## config.mk

```make
export PLATFORM = sky130hd
export DESIGN_NAME = mips_multicycle_ctrl
export DESIGN_NICKNAME = d
export VERILOG_FILES = /design/src/rtl/mips_ctrl_pkg.sv /design/src/rtl/mips_ctrl_outdec.sv /design/src/rtl/mips_multicycle_ctrl.sv
export SDC_FILE = /design/constraint.sdc
export NUM_CORES = 1
export LEC_CHECK = 0
export BUFFER_PORTS_ARGS = -buffer_cell sky130_fd_sc_hd__buf_2
export CAP_MARGIN = 40
export CORE_UTILIZATION = 35
export CTS_CLUSTER_SIZE = 40
export DETAILED_ROUTE_END_ITERATION = 10
export PLACE_DENSITY_LB_ADDON = 0.15
export REMOVE_ABC_BUFFERS = 1
export SLEW_MARGIN = 15
export SYNTH_ARGS = -nofsm -noshare
export SYNTH_HDL_FRONTEND = slang
export SYNTH_SLANG_ARGS = --single-unit
```

## constraint.sdc

```tcl
create_clock -name clk -period 1.7 [get_ports clk]
set_input_delay 0.085 -clock clk [delete_from_list [all_inputs] [get_ports clk]]
set_output_delay 0.085 -clock clk [all_outputs]
set_load 0.005 [all_outputs]
```

## src/rtl/mips_ctrl_pkg.sv

```systemverilog
// Shared encodings for the multi-cycle MIPS main control FSM: states, opcodes,
// ALU-op codes, datapath select codes and the bundled control word.
package mips_ctrl_pkg;

    typedef enum logic [3:0] {
        S_RESET  = 4'd0,
        S_FETCH  = 4'd1,
        S_DECODE = 4'd2,
        S_MEMADR = 4'd3,
        S_MEMRD  = 4'd4,
        S_MEMWB  = 4'd5,
        S_MEMWR  = 4'd6,
        S_EXEC   = 4'd7,
        S_ALUWB  = 4'd8,
        S_BRANCH = 4'd9,
        S_IEXEC  = 4'd10,
        S_LEXEC  = 4'd11,
        S_IWB    = 4'd12,
        S_JUMP   = 4'd13
    } state_t;

    localparam logic [5:0] OP_RTYPE = 6'b000000;
    localparam logic [5:0] OP_LW    = 6'b100011;
    localparam logic [5:0] OP_SW    = 6'b101011;
    localparam logic [5:0] OP_BEQ   = 6'b000100;
    localparam logic [5:0] OP_ADDI  = 6'b001000;
    localparam logic [5:0] OP_ANDI  = 6'b001100;
    localparam logic [5:0] OP_ORI   = 6'b001101;
    localparam logic [5:0] OP_SLTI  = 6'b001010;
    localparam logic [5:0] OP_J     = 6'b000010;

    localparam logic [1:0] ALUOP_ADD    = 2'b00;
    localparam logic [1:0] ALUOP_SUB    = 2'b01;
    localparam logic [1:0] ALUOP_FUNCT  = 2'b10;
    localparam logic [1:0] ALUOP_OPCODE = 2'b11;

    localparam logic [1:0] SRCB_RT     = 2'b00;
    localparam logic [1:0] SRCB_FOUR   = 2'b01;
    localparam logic [1:0] SRCB_IMM    = 2'b10;
    localparam logic [1:0] SRCB_IMM_SH = 2'b11;

    localparam logic [1:0] PCSRC_ALU    = 2'b00;
    localparam logic [1:0] PCSRC_ALUOUT = 2'b01;
    localparam logic [1:0] PCSRC_JUMP   = 2'b10;

    typedef struct packed {
        logic       pc_write;
        logic       branch;
        logic       i_or_d;
        logic       mem_read;
        logic       mem_write;
        logic       ir_write;
        logic       mem_to_reg;
        logic       reg_dst;
        logic       reg_write;
        logic       alu_src_a;
        logic [1:0] alu_src_b;
        logic [1:0] pc_src;
        logic [1:0] alu_op;
    } ctrl_t;

endpackage

```

## src/rtl/mips_ctrl_outdec.sv

```systemverilog
// Moore output decode: maps the current FSM state to the datapath control word.
module mips_ctrl_outdec
    import mips_ctrl_pkg::*;
(
    input  state_t state,
    output ctrl_t  ctrl
);

    always_comb begin
        ctrl = '0;
        case (state)
            S_FETCH: begin
                ctrl.mem_read  = 1'b1;
                ctrl.ir_write  = 1'b1;
                ctrl.pc_write  = 1'b1;
                ctrl.alu_src_b = SRCB_FOUR;
                ctrl.alu_op    = ALUOP_ADD;
                ctrl.pc_src    = PCSRC_ALU;
            end
            S_DECODE: begin
                ctrl.alu_src_b = SRCB_IMM_SH;
                ctrl.alu_op    = ALUOP_ADD;
            end
            S_MEMADR, S_IEXEC: begin
                ctrl.alu_src_a = 1'b1;
                ctrl.alu_src_b = SRCB_IMM;
                ctrl.alu_op    = ALUOP_ADD;
            end
            S_MEMRD: begin
                ctrl.mem_read = 1'b1;
                ctrl.i_or_d   = 1'b1;
            end
            S_MEMWB: begin
                ctrl.reg_write  = 1'b1;
                ctrl.mem_to_reg = 1'b1;
            end
            S_MEMWR: begin
                ctrl.mem_write = 1'b1;
                ctrl.i_or_d    = 1'b1;
            end
            S_EXEC: begin
                ctrl.alu_src_a = 1'b1;
                ctrl.alu_src_b = SRCB_RT;
                ctrl.alu_op    = ALUOP_FUNCT;
            end
            S_ALUWB: begin
                ctrl.reg_write = 1'b1;
                ctrl.reg_dst   = 1'b1;
            end
            S_BRANCH: begin
                ctrl.alu_src_a = 1'b1;
                ctrl.alu_src_b = SRCB_RT;
                ctrl.alu_op    = ALUOP_SUB;
                ctrl.pc_src    = PCSRC_ALUOUT;
                ctrl.branch    = 1'b1;
            end
            S_LEXEC: begin
                ctrl.alu_src_a = 1'b1;
                ctrl.alu_src_b = SRCB_IMM;
                ctrl.alu_op    = ALUOP_OPCODE;
            end
            S_IWB: begin
                ctrl.reg_write = 1'b1;
            end
            S_JUMP: begin
                ctrl.pc_write = 1'b1;
                ctrl.pc_src   = PCSRC_JUMP;
            end
            default: ;
        endcase
    end

endmodule

```

## src/rtl/mips_multicycle_ctrl.sv

```systemverilog
// Multi-cycle MIPS main control FSM (state register + next-state logic).
// Optional memory wait handshake enabled by defining MIPS_MEM_WAIT_EN.
module mips_multicycle_ctrl
    import mips_ctrl_pkg::*;
#(
    parameter int STATE_W = 4
) (
    input  logic               clk,
    input  logic               rst_n,
    input  logic [5:0]         op_code,
`ifdef MIPS_MEM_WAIT_EN
    input  logic               mem_ready,
`endif
    output logic               pc_write,
    output logic               branch,
    output logic               i_or_d,
    output logic               mem_read,
    output logic               mem_write,
    output logic               ir_write,
    output logic               mem_to_reg,
    output logic               reg_dst,
    output logic               reg_write,
    output logic               alu_src_a,
    output logic [1:0]         alu_src_b,
    output logic [1:0]         pc_src,
    output logic [1:0]         alu_op,
    output logic               illegal_op,
    output logic [STATE_W-1:0] state
);

    state_t state_reg;
    state_t state_next;
    ctrl_t  ctrl;
    logic   mem_ok;
    logic   fetch_stall;

`ifdef MIPS_MEM_WAIT_EN
    assign mem_ok = mem_ready;
`else
    assign mem_ok = 1'b1;
`endif

    always_ff @(posedge clk or negedge rst_n) begin
        if (!rst_n) state_reg <= S_RESET;
        else        state_reg <= state_next;
    end

    always_comb begin
        state_next = S_FETCH;
        illegal_op = 1'b0;
        case (state_reg)
            S_RESET:  state_next = S_FETCH;
            S_FETCH:  state_next = mem_ok ? S_DECODE : S_FETCH;
            S_DECODE: begin
                case (op_code)
                    OP_RTYPE:              state_next = S_EXEC;
                    OP_LW, OP_SW:          state_next = S_MEMADR;
                    OP_BEQ:                state_next = S_BRANCH;
                    OP_ADDI:               state_next = S_IEXEC;
                    OP_ANDI, OP_ORI,
                    OP_SLTI:               state_next = S_LEXEC;
                    OP_J:                  state_next = S_JUMP;
                    default: begin
                        state_next = S_FETCH;
                        illegal_op = 1'b1;
                    end
                endcase
            end
            S_MEMADR: state_next = (op_code == OP_SW) ? S_MEMWR : S_MEMRD;
            S_MEMRD:  state_next = mem_ok ? S_MEMWB : S_MEMRD;
            S_MEMWR:  state_next = mem_ok ? S_FETCH : S_MEMWR;
            S_EXEC:   state_next = S_ALUWB;
            S_IEXEC,
            S_LEXEC:  state_next = S_IWB;
            default:  state_next = S_FETCH;
        endcase
    end

    mips_ctrl_outdec u_outdec (
        .state (state_reg),
        .ctrl  (ctrl)
    );

    // While FETCH waits on memory, the PC and IR must not capture stale data.
    assign fetch_stall = (state_reg == S_FETCH) && !mem_ok;

    assign pc_write   = ctrl.pc_write & ~fetch_stall;
    assign ir_write   = ctrl.ir_write & ~fetch_stall;
    assign branch     = ctrl.branch;
    assign i_or_d     = ctrl.i_or_d;
    assign mem_read   = ctrl.mem_read;
    assign mem_write  = ctrl.mem_write;
    assign mem_to_reg = ctrl.mem_to_reg;
    assign reg_dst    = ctrl.reg_dst;
    assign reg_write  = ctrl.reg_write;
    assign alu_src_a  = ctrl.alu_src_a;
    assign alu_src_b  = ctrl.alu_src_b;
    assign pc_src     = ctrl.pc_src;
    assign alu_op     = ctrl.alu_op;
    assign state      = STATE_W'(state_reg);

endmodule
```

==> metrics.txt, run 1 <==
P_int 0.550 mW; clock share of power 12.4%; Crit path required time 1.62 ns; slew of the pin with the lowest slew margin 0.462 ns; final std cell area, no fill 687 sq um; Final min period 1.54 ns; clock-pin slew on the worst setup and hold paths 0.04 ns; largest net degree at the start of global routing 13; post-synth top area share 19.2%; DRC violations left 0; type of origin of the critical path flip-flop; CTS buffer count 3; Metal-1 WL 653 um; WL/cell 12.5 um; Synth area leaders dfrtp_1 (19%), nor2_1 (7.9%), nand2b_1 (7.2%); initial detailed-routing violation count 9; slew margin rel. 69.1%; register bit total from synthesis 4; Vias/cell 5.16; worst r2r path cells 4; layout cells sized above 1 41.0%; Worst setup EP type primary output; switching share of total power 44.8%; Final period util 90.7%; first-pass GRT wire length 2360 um; Die Height 40.6 um; outcome complete, no violations; highest routed metal layer met4; Worst-Skew Late Latency 0.24 ns; max FFs per register 4; fmax 649 MHz; PortBufs 28; IO Pins 29; final hold slack 0.185 ns; Area Growth Syn to Fin 31.7%; Setup CP Type reg -> out; Netlist cell types 31; worst flop-to-flop path startpoint state[0]; final max-slew violation count 0; Die Footprint 0.00165 sq mm; Total Routing Usage GR 22.2%; clock tree root driver cell clkbuf_4; Post-synth ARST share 100%; overall power 0.997 mW; Max rail drop VDD 0.000558 V; Finished Core Util 50.9%; Final ANT Viol Nets 0; routed vias 593; maxcap violations 0; post-synthesis sequential area ratio 19.2%; Worst R2R End state[3]; syn avg cell area 7.35 sq um; Core ar. 0.00135 sq mm; Gate power share 68.9%; reg2reg setup slack 0.45 ns; Final Routed Wirelength 1440 um; length of the first detailed-routing pass in iterations 4; routed wl met3 79 um; Yosys warnings 0; Syn Std Cell Area 522 sq um; top-count cell post-synth nor2_1; Starting Density 38.6%; min-delay worst type in -> async; arrival time worst endpoint 1.46 ns; met2 wire length 692 um; final setup fails 0; setup bufs post-CTS 0; initial antenna violation count 0; Placer Congestion 0.752; num rows 13; htree depth 1; critical path fanouts, max 7; Synth Flop Type dfrtp_1; setup TNS 0 ns; Ant. Diodes 0; die span in x 40.6 um; Sw Pwr 0.447 mW; DPL Wire Length 1110 um; grt total ovfl 0; CTS tree done; sequential power share 18.7%; Commonest cells post-synth nor2_1 (11), nand2b_1 (6), nor3_1 (6); Cells after Synth 71; fin nets 110; endpoints failing hold 0; total clock sinks 4; Placed Area 654 sq um; RSZ-0062 raised after global routing no; number of global-route vias before repair 504; post_cts resized 0; Leak 0.358 nW; Fin Clk Skew 0.00603 ns; Synth area leader dfrtp_1; fillcell total 147; Post-synth EDFFs 0; P per Cell Area 1450 mW/mm^2; CTS Hold Bufs 1; clk buf depth 2
[stage by stage]
step / setup WS [ns] / instances
after detailed placement: 0.394 / 111
final: 0.159 / 115
after global placement: 0.420 / 111
after floorplan: 0.487 / 64
after CTS: 0.131 / 115
after global routing: 0.0310 / 115
[layer usage]
layer | vias up | GRT usage [%]
li1 | 307 | -
met2 | 22 | 37.7
met5 | - | 0
met4 | 0 | 5.00
met1 | 262 | 26.4
met3 | 2 | 8.15
[placed cells by master, fill, tap and decap left out, types with 3 or more instances in the layout]
| cell type | n |
|---|---|
| buf_2 | 28 |
| nor2_1 | 11 |
| nand2b_1 | 6 |
| nor3_1 | 6 |
| a21oi_1 | 4 |
| nor2b_1 | 4 |
| nand2_1 | 4 |
| buf_4 | 4 |
| dfrtp_1 | 4 |
| and2_1 | 3 |
| clkbuf_4 | 3 |
[final cells by class]
cell class                      count  area (sq um)  share of cell area, %
Sequential cell                     4           100                   14.6
Inverter                            2          7.51                   1.09
Timing Repair Buffer               33           180                   26.2
Multi-Input combinational cell     58           358                   52.1
Tap cell                           15          18.8                   2.73
Clock buffer                        3          22.5                   3.28
[how the worst max path moves through the flow]
stage                  start          to  depth (start not counted)
detailed placement  state[2]  illegal_op                          3
finish              state[2]  illegal_op                          3
global placement    state[2]  illegal_op                          3
floorplan           state[2]  illegal_op                          2
global route        state[3]   alu_src_a                          5
CTS                 state[2]  illegal_op                          3
[power by group through the flow]
stage	registers, mW	logic, mW	clock network, mW
after CTS	0.188	0.692	0.132
after detailed placement	0.190	0.686	0
after global placement	0.189	0.678	0
final	0.186	0.686	0.124
after global routing	0.194	0.775	0.141
after floorplan	0.232	0.335	0
[logic make-up after synthesis]
logic type                after synthesis  share of synthesized area (%)
and+or+nand+nor                        41                           41.5
AOI/OAI and AO/OA                      14                           21.8
buffers and inverters                   9                           12.2
DFF                                     4                           19.2
xor gates and xnor gates                2                           3.36
muxes                                   1                           1.92
[worst max-delay path, stage by stage, from the launching register on]
cell,delay [ns]
dfrtp_1,0.43
or2_2,0.36
a2111oi_2,0.27
buf_2,0.16
Note: power is estimated with default switching activity, not from simulation.
==> run 2: changes to the inputs <==
CAP_MARGIN = 20   (was 40)
CELL_PAD_IN_SITES_DETAIL_PLACEMENT = 1   (was default)
CELL_PAD_IN_SITES_GLOBAL_PLACEMENT = 1   (was default)
CORE_UTILIZATION = 28   (was 35)
==> run 2 against run 1 <==
Compared with the run above: clock power about the same; critical endpoint unchanged; clock-buffer cell count unchanged; worst hold slack gained 0.0024 ns.
==> metrics.txt, run 2 (synthesis gave the netlist of run 1 again) <==
post_cts resized 0 (unchanged); Final period util 90.5% (-0.16 points); Worst-Skew Late Latency 0.24 ns (about the same); slew margin rel. 66.7% (-2.4 points); P_int 0.550 mW (about the same); critical path fanouts, max 4 (-3); overall power 0.995 mW (-0.20%); layout cells sized above 1 41.0% (unchanged); num rows 15 (+2); Bufs and invs on worst path 1 (unchanged); first-pass GRT wire length 2370 um (+0.30%); fillcell total 244 (+66%); Setup CP Type reg -> out; slowest stage delay, CP 0.39 ns (-0.04 ns); critical path depth in cells 3 (unchanged); DPL Wire Length 1200 um (+8.8%); Crit-path slowest cell dfrtp_1; initial detailed-routing violation count 7 (-2); routed vias 613 (+3.4%); Die Footprint 0.00204 sq mm (+24%); CP delay by family, top flip-flops; setup bufs post-CTS 0 (unchanged); die span in x 45.2 um (+11%); clock share of power 12.1% (-0.3 points); Crit path required time 1.62 ns (about the same); WL/cell 12.0 um (-4.4%); type of origin of the critical path flip-flop; Critical Path, Cell by Cell or2_2, a2111oi_2, buf_2; largest net degree at the start of global routing 12 (-1); CTS buffer count 3 (unchanged); Sw Pwr 0.445 mW (-0.43%); final max-slew violation count 0 (unchanged); CTS Hold Bufs 1 (unchanged); RSZ-0062 raised after global routing no; commonest non-fill, non-tap cell in the layout buf_2; Leak 0.358 nW (unchanged); endpoints failing hold 0 (unchanged); min-delay worst type in -> async; number of global-route vias before repair 523 (+3.8%); fin nets 110 (unchanged); Final min period 1.54 ns (-0.00275 ns); length of the first detailed-routing pass in iterations 4 (unchanged); fmax 650 MHz (+0.18%); sequential power share 18.2% (-0.5 points); PortBufs 28 (unchanged); Fin Clk Skew 0.00459 ns (-0.00143 ns); max FFs per register 4 (unchanged); Area Growth Syn to Fin 34.1%; commonest non-fill, non-tap cells in the layout buf_2 (28), nor2_1 (11), nand2b_1 (6), nor3_1 (6); Die Height 45.2 um (+11%); Total Routing Usage GR 16.5% (-5.7 points); worst r2r path cells 5 (+1); Worst setup EP type primary output; Gate power share 69.7% (+0.8 points); outcome complete, no violations; clock-pin slew on the worst setup and hold paths 0.04 ns (about the same); htree depth 1 (unchanged); clk buf depth 2 (unchanged); reg2reg setup slack 0.47 ns (+0.02 ns); switching share of total power 44.7% (-0.10 points); slew of the pin with the lowest slew margin 0.498 ns (+0.0361 ns); total clock sinks 4 (unchanged); maxcap violations 0 (unchanged); setup TNS 0 ns (unchanged); initial antenna violation count 0 (unchanged); CTS tree done; Core ar. 0.00175 sq mm (+29%); Placer Congestion 0.741 (-1.5%); grt total ovfl 0 (unchanged); Multi-input gate area 358 sq um (unchanged); Worst R2R End state[3]; clock tree root driver cell clkbuf_4; arrival time worst endpoint 1.45 ns (about the same); worst flop-to-flop path startpoint state[2]; Ant. Diodes 0 (unchanged); IO Pins 29 (unchanged); register area 100 sq um (unchanged); Final ANT Viol Nets 0 (unchanged); final setup fails 0 (unchanged); Starting Density 29.9% (-8.8 points); Max rail drop VDD 0.000669 V (+20%); Final Routed Wirelength 1500 um (+3.9%); Vias/cell 4.90 (-4.9%); DRC violations left 0 (unchanged); P per Cell Area 1420 mW/mm^2 (-2.0%)
-- run 2: cell counts in the layout (fill, tap and decap cells not counted) --
Identical to the previous run, type by type.
-- run 2: through the flow --
| stage | worst slack [ns] | std cells | instance area, sq um | hold slack (ns) | util (%) |
|---|---|---|---|---|---|
| global placement | 0.439 | 121 | 667 | -0.100 | 38.2 |
| CTS | 0.141 | 125 | 699 | 0.178 | 40.1 |
| floorplan | 0.487 | 64 | 465 | -0.211 | - |
| finish | 0.161 | 125 | 699 | 0.187 | 40.1 |
| detailed placement | 0.407 | 121 | 667 | -0.0999 | 38.2 |
| global route | 0.0533 | 125 | 699 | 0.194 | 40.1 |
-- run 2: worst max path at each step --
stage                   from         end  slack, ns
global route        state[2]   alu_src_a       0.05
finish              state[2]  illegal_op       0.16
floorplan           state[2]  illegal_op       0.49
global placement    state[0]  illegal_op       0.44
detailed placement  state[2]  illegal_op       0.41
CTS                 state[2]  illegal_op       0.14
-- run 2: layer usage --
metal	routed length (um)	up-vias	share of wire (%)	global-route usage, %
met5	0	-	0	0
met4	19	0	1.3	7.27
met3	68	3	4.5	6.00
met2	709	19	47	25.5
met1	699	284	47	20.4
li1	-	307	-	-
-- run 2: cell type report --
cell class / count / area share (%)
clock buffers: 3 / 3.22
inverters: 2 / 1.07
multi-input cells: 58 / 51.2
flip-flops and latches: 4 / 14.3
well taps: 25 / 4.47
repair buffers: 33 / 25.8
-- run 2: power by group through the flow --
stage / combinational, mW / clock (mW) / sequential (mW)
6_report: 0.694 / 0.121 / 0.181
5_1_grt: 0.778 / 0.133 / 0.191
4_1_cts: 0.707 / 0.128 / 0.183
3_5_place_dp: 0.701 / 0 / 0.185
3_3_place_gp: 0.693 / 0 / 0.185
2_1_floorplan: 0.335 / 0 / 0.232
